<file path="config.mk">
export PLATFORM = sky130hd
export DESIGN_NAME = conv_enc_frame_ctrl
export DESIGN_NICKNAME = d
export VERILOG_FILES = /design/src/rtl/conv_pkg.sv /design/src/rtl/conv_sym_skid2.sv /design/src/rtl/conv_enc_frame_ctrl.sv
export SDC_FILE = /design/constraint.sdc
export NUM_CORES = 1
export LEC_CHECK = 0
export CAP_MARGIN = 20
export CORE_MARGIN = 4
export CORE_UTILIZATION = 45
export CTS_BUF_LIST = sky130_fd_sc_hd__clkbuf_4
export DETAILED_ROUTE_END_ITERATION = 8
export PLACE_DENSITY = 0.65
export SETUP_SLACK_MARGIN = 0.5
export SLEW_MARGIN = 5
export SYNTH_ARGS = -nofsm -noshare
export SYNTH_HDL_FRONTEND = slang
export SYNTH_SLANG_ARGS = --single-unit
</file>
<file path="constraint.sdc">
create_clock -name clk -period 9.41 [get_ports clk]
set_clock_uncertainty 0.2 [all_clocks]
set_input_delay 0.941 -clock clk [delete_from_list [all_inputs] [get_ports clk]]
set_output_delay 0.941 -clock clk [all_outputs]
set_load 0.005 [all_outputs]
</file>
<file path="src/rtl/conv_pkg.sv">
// Shared types and constants for the convolutional-encoder frame sequencer.
package conv_pkg;

  localparam int CONV_K = 7;
  localparam int CONV_M = CONV_K - 1;

  localparam logic [6:0] G0_K7 = 7'o171;
  localparam logic [6:0] G1_K7 = 7'o133;
  localparam logic [8:0] G0_K9 = 9'o753;
  localparam logic [8:0] G1_K9 = 9'o561;

  typedef logic [1:0] sym_t;

  typedef struct packed {
    logic last;
    sym_t sym;
  } fifo_entry_t;

  typedef enum logic [2:0] {
    ST_IDLE,
    ST_SEED,
    ST_DATA,
    ST_TAIL,
    ST_DRAIN
  } state_t;

endpackage

</file>
<file path="src/rtl/conv_sym_skid2.sv">
// Two-entry {last, sym} buffer between the encoder output and the downstream sink.
module conv_sym_skid2
  import conv_pkg::*;
(
  input  logic        clk,
  input  logic        rst,
  input  logic        push,
  input  fifo_entry_t push_data,
  input  logic        pop,
  output fifo_entry_t pop_data,
  output logic [1:0]  cnt
);

  fifo_entry_t mem [2];
  logic        wr_ptr;
  logic        rd_ptr;
  logic        do_push;
  logic        do_pop;

  // A push into a full buffer is only taken when a pop frees a slot in the same cycle.
  assign do_pop   = pop && (cnt != 2'd0);
  assign do_push  = push && ((cnt != 2'd2) || do_pop);
  assign pop_data = mem[rd_ptr];

  always_ff @(posedge clk or posedge rst) begin
    if (rst) begin
      mem[0] <= '0;
      mem[1] <= '0;
      wr_ptr <= 1'b0;
      rd_ptr <= 1'b0;
      cnt    <= 2'd0;
    end else begin
      if (do_push) begin
        mem[wr_ptr] <= push_data;
        wr_ptr      <= ~wr_ptr;
      end
      if (do_pop) begin
        rd_ptr <= ~rd_ptr;
      end
      cnt <= cnt + {1'b0, do_push} - {1'b0, do_pop};
    end
  end

endmodule

</file>
<file path="src/rtl/conv_enc_frame_ctrl.sv">
// Frame sequencer for a peer conv_encoder_1_2: seed, payload, optional zero tail,
// with credit flow control so the non-stallable encoder never overruns the symbol buffer.
module conv_enc_frame_ctrl
  import conv_pkg::*;
#(
  parameter int K     = CONV_K,
  parameter int LEN_W = 16
) (
  input  logic             clk,
  input  logic             rst,
  input  logic [LEN_W-1:0] cfg_len,
  input  logic             cfg_term,
  input  logic             start,
  output logic             busy,
  output logic             done,
  input  logic             bit_valid,
  input  logic             bit_in,
  output logic             bit_ready,
  output logic             enc_seed_load,
  output logic [K-2:0]     enc_seed_value,
  output logic             enc_in_valid,
  output logic             enc_in_bit,
  input  logic             enc_out_valid,
  input  logic [1:0]       enc_out_sym,
  output logic             sym_valid,
  output logic [1:0]       sym_data,
  output logic             sym_last,
  input  logic             sym_ready
);

  localparam int M  = K - 1;
  localparam int CW = LEN_W + 1;

  state_t           state;
  state_t           state_nx;
  logic [LEN_W-1:0] len_r;
  logic             term_r;
  logic [CW-1:0]    cnt;
  logic [CW-1:0]    total;
  logic             pend;
  logic             pend_last;
  logic [1:0]       fifo_cnt;
  fifo_entry_t      head;
  fifo_entry_t      push_entry;
  logic             push;
  logic             pop;
  logic [2:0]       occ;
  logic             credit_ok;
  logic             last_issue;

  assign total      = {1'b0, len_r} + (term_r ? CW'(M) : '0);
  assign pop        = sym_valid & sym_ready;
  assign push       = enc_out_valid & pend;
  // Symbols in flight plus buffered, less the one leaving now, must leave room for one more.
  assign occ        = {1'b0, fifo_cnt} + {2'b00, pend} - {2'b00, pop};
  assign credit_ok  = occ < 3'd2;
  assign last_issue = (cnt == total - CW'(1));
  assign push_entry = '{last: pend_last, sym: enc_out_sym};

  assign busy           = (state != ST_IDLE);
  assign enc_seed_value = '0;
  assign sym_valid      = (fifo_cnt != 2'd0);
  assign sym_data       = head.sym;
  assign sym_last       = sym_valid & head.last;

  conv_sym_skid2 u_skid (
    .clk       (clk),
    .rst       (rst),
    .push      (push),
    .push_data (push_entry),
    .pop       (pop),
    .pop_data  (head),
    .cnt       (fifo_cnt)
  );

  always_ff @(posedge clk or posedge rst) begin
    if (rst) begin
      state     <= ST_IDLE;
      len_r     <= '0;
      term_r    <= 1'b0;
      cnt       <= '0;
      pend      <= 1'b0;
      pend_last <= 1'b0;
    end else begin
      state <= state_nx;
      if (state == ST_IDLE && start) begin
        len_r  <= cfg_len;
        term_r <= cfg_term;
        cnt    <= '0;
      end else if (enc_in_valid) begin
        cnt <= cnt + CW'(1);
      end
      if (enc_in_valid) begin
        pend      <= 1'b1;
        pend_last <= last_issue;
      end else if (enc_out_valid) begin
        pend      <= 1'b0;
        pend_last <= 1'b0;
      end
    end
  end

  always_comb begin
    state_nx      = state;
    enc_seed_load = 1'b0;
    enc_in_valid  = 1'b0;
    enc_in_bit    = 1'b0;
    bit_ready     = 1'b0;
    done          = 1'b0;
    case (state)
      ST_IDLE: begin
        if (start) begin
          state_nx = (cfg_len == '0 && !cfg_term) ? ST_DRAIN : ST_SEED;
        end
      end
      ST_SEED: begin
        enc_seed_load = 1'b1;
        state_nx      = (len_r != '0) ? ST_DATA : ST_TAIL;
      end
      ST_DATA: begin
        bit_ready    = credit_ok;
        enc_in_valid = bit_valid & credit_ok;
        enc_in_bit   = bit_in;
        if (enc_in_valid && cnt == {1'b0, len_r} - CW'(1)) begin
          state_nx = term_r ? ST_TAIL : ST_DRAIN;
        end
      end
      ST_TAIL: begin
        enc_in_valid = credit_ok;
        if (credit_ok && last_issue) begin
          state_nx = ST_DRAIN;
        end
      end
      ST_DRAIN: begin
        // An empty frame has no symbol to wait for and completes straight away.
        if (total == '0 || (pop && sym_last)) begin
          done     = 1'b1;
          state_nx = ST_IDLE;
        end
      end
      default: state_nx = ST_IDLE;
    endcase
  end

  a_no_orphan_symbol: assert property (@(posedge clk) disable iff (rst) enc_out_valid |-> pend);

endmodule

</file>
==> impl_metrics.toml <==
[run_status]
status = "finished clean"

[drt]
first_pass_iters = 4
drc = 0
vias = 3519
via_per_inst = 5.82
first_iter_violations = 212
antenna_left = 0
avgRoutedWirePerCell_um = 17.3
wirelength_um = 10500

[timing]
finalHoldViolCount = 0
worstMarginPinSlew_ns = 0.812
min_period_ns = 5.08
period_share = 0.539
grt_setup_unrepaired = "false"
setup-tns-final_ns = 0
drv_slew = 0
slew_headroom = 0.455
fmax_ghz = 0.197
setup_violations = 0

[cts]
cts_made_buffers = 5
cts-root-buf = "clkbuf_4"
cts_sinks = 49
insertion_delay_ns = 0.37
cts_max_level = 2
cts_tree = "done"
hold_buffers = 0
clk_path_buf_depth = 2
postCtsSetupRepairBufs = 0
path_clk_slew_ns = 0.16
cts_resized = 0

[setup_path]
startpoint_type = "flop"
crit_required_ns = 8.27
arrival_ns = 3.93
crit_path_end_kind = "primary output"
crit_type = "reg2out"
critPathMaxFanout = 11

[placement]
gp_congestion = 0.897
io_buffers = 35
dp_hpwl_um = 8100
dp.cells = 596

[global_route]
grt_usage = 0.195
grt_first_pass_wirelength_um = 17700
globalRouteOverflowTotal = 0
grt_antenna_before_repair = 0
grt_pass1_vias = 3466
grt_max_degree = 50

[synth]
synth_top_family_by_area = "simple AND/OR/NAND/NOR gates"
ys_warn_count = 0
synth_area_leader_cell = "dfrtp_1"
muxShareOfSynthArea = 0.0705
synth-seq-cells = 49
ys.flop_type = "dfrtp_1"
synthTopCellsByCount = "dfrtp_1 (49), nor2_1 (49), xnor2_1 (38), nand2_1 (33), xor2_1 (27)"
ys_types = 67
synth_compound_area_frac = 0.128
syn_area_per_cell_um2 = 8.63
synth_simple_gate_area_frac = 0.268
synth_fa_ha_area_frac = 0.0336
synth_edf_count = 0
synth.cell_area_um2 = 4170
postSynthCellCount = 483
synth_xor_area_frac = 0.142
synth_top_area_share = 0.294
ys_seq_area_frac = 0.294
synth.area.top_cells = "dfrtp_1 (29%), xnor2_1 (8.0%), xor2_1 (5.7%), mux2_2 (5.1%), nor2_1 (4.4%)"
synthArstFlopShare = 1.00

[min_path]
hold_class = "reg2reg"

[power]
irDropWorstVdd_uv = 123
pwr_density_cell_nw_per_um2 = 290
leakagePower_nw = 1.77
power.total_mw = 1.33

[die]
dieArea_um2 = 10900
rows = 34
coreArea_um2 = 8850
ios = 42
initial_core_util = 0.471
die_h_um = 104
die_x_um = 104

[final_layout]
fin_nets = 532
area_delta_synth_final_pct = 9.72
layout-drive-gt1-share = 0.0986
layout.cells.non_filler = 605
antennaDiodeCount = 0

[job]
drv_cap = 0
-- worst max-delay path, stage by stage (launching register included) --
cell,delay (ns)
dfrtp_1,0.48
ha_1,0.25
fa_1,0.44
nand4_1,0.32
nor2_1,0.32
xnor2_1,0.21
and4_1,0.36
and4_1,0.32
o21bai_1,0.16
nor2b_1,0.17
clkdlybuf4s50_1,0.52
-- final cells by class --
class / count / area [µm²]
fillers: 844 / 4270
repair buffers: 37 / 378
multi-input cells: 383 / 2700
inverters: 20 / 75.1
flip-flops and latches: 49 / 1230
clock buffers: 5 / 37.5
clock inverters: 3 / 21.3
well taps: 108 / 135
-- sequential cells by signal, indices dropped and copies added, names as in the netlist --
register and cells:
u_skid.cnt 2, u_skid.mem 6, state 3, term_r 1, pend 1, u_skid.wr_ptr 1, len_r 16, cnt 17
pend_last 1, u_skid.rd_ptr 1
-- final timing paths --
check	from	end	slack, ns	depth (start not counted)
min in group asynchronous	rst	len_r[1]	0.62	2
min	u_skid.wr_ptr	u_skid.wr_ptr	0.30	1
max	term_r	done	4.33	10
max reg2reg	u_skid.cnt[1]	state[0]	5.42	17
min reg2reg	u_skid.wr_ptr	u_skid.wr_ptr	0.30	1
max in group asynchronous	rst	state[0]	7.89	3
-- routing by layer --
| metal | vias up | routed length [µm] | track usage |
|---|---|---|---|
| li1 | 1728 | - | - |
| met1 | 1688 | 4580 | 0.256 |
| met2 | 91 | 5200 | 0.331 |
| met3 | 12 | 484 | 0.0279 |
| met4 | 0 | 216 | 0.0589 |
| met5 | - | 0 | 0 |
-- metrics by stage --
stage | worst slack (ns) | hold WS (ns) | utilization | instance area, µm²
final | 4.33 | 0.303 | 0.517 | 4570
after CTS | 4.35 | 0.303 | 0.515 | 4550
after floorplan | 5.52 | 0.255 | - | 4190
after detailed placement | 4.61 | 0.278 | 0.508 | 4500
after global placement | 4.66 | 0.269 | 0.508 | 4500
after global routing | 4.03 | 0.317 | 0.517 | 4570
-- layout by cell type (no fill, tap or decap), drive strengths merged, types with 4 or more instances in the layout --
| cell type | netlist | layout |
|---|---|---|
| nand2b | 5 | 5 |
| a21oi | 11 | 11 |
| o21ai | 21 | 21 |
| nand2 | 34 | 34 |
| or2 | 5 | 5 |
| nand4 | 13 | 13 |
| a211oi | 5 | 5 |
| or3 | 4 | 4 |
| xnor2 | 38 | 38 |
| xor2 | 27 | 27 |
| nor4 | 20 | 20 |
| mux2i | 8 | 8 |
| inv | 20 | 21 |
| o21a | 4 | 4 |
| dfrtp | 49 | 49 |
| nor3 | 9 | 9 |
| clkdlybuf4s50 | 0 | 35 |
| and3 | 5 | 5 |
| clkbuf | 18 | 5 |
| nand3 | 26 | 26 |
| nor2b | 10 | 10 |
| mux2 | 19 | 19 |
| ha | 8 | 8 |
| conb | 1 | 6 |
| or4 | 4 | 4 |
| o31ai | 7 | 7 |
| nor2 | 49 | 49 |
-- power breakdown --
group / internal, mW / switching [mW]
combinational: 0.351 / 0.446
sequential: 0.276 / 0.150
clock: 0.0300 / 0.0752
total: 0.657 / 0.671
-- logic make-up (layout without fill, tap and decap cells) --
| logic type | Yosys count | in the layout |
|---|---|---|
| xor+xnor | 66 | 66 |
| fa+ha+maj | 10 | 10 |
| buf+inv | 56 | 65 |
| mux | 27 | 27 |
| simple gates | 199 | 199 |
| compound gates | 75 | 75 |
| other cells | 1 | 6 |
| flops | 49 | 49 |
Note: power is estimated with default switching activity, not from simulation.
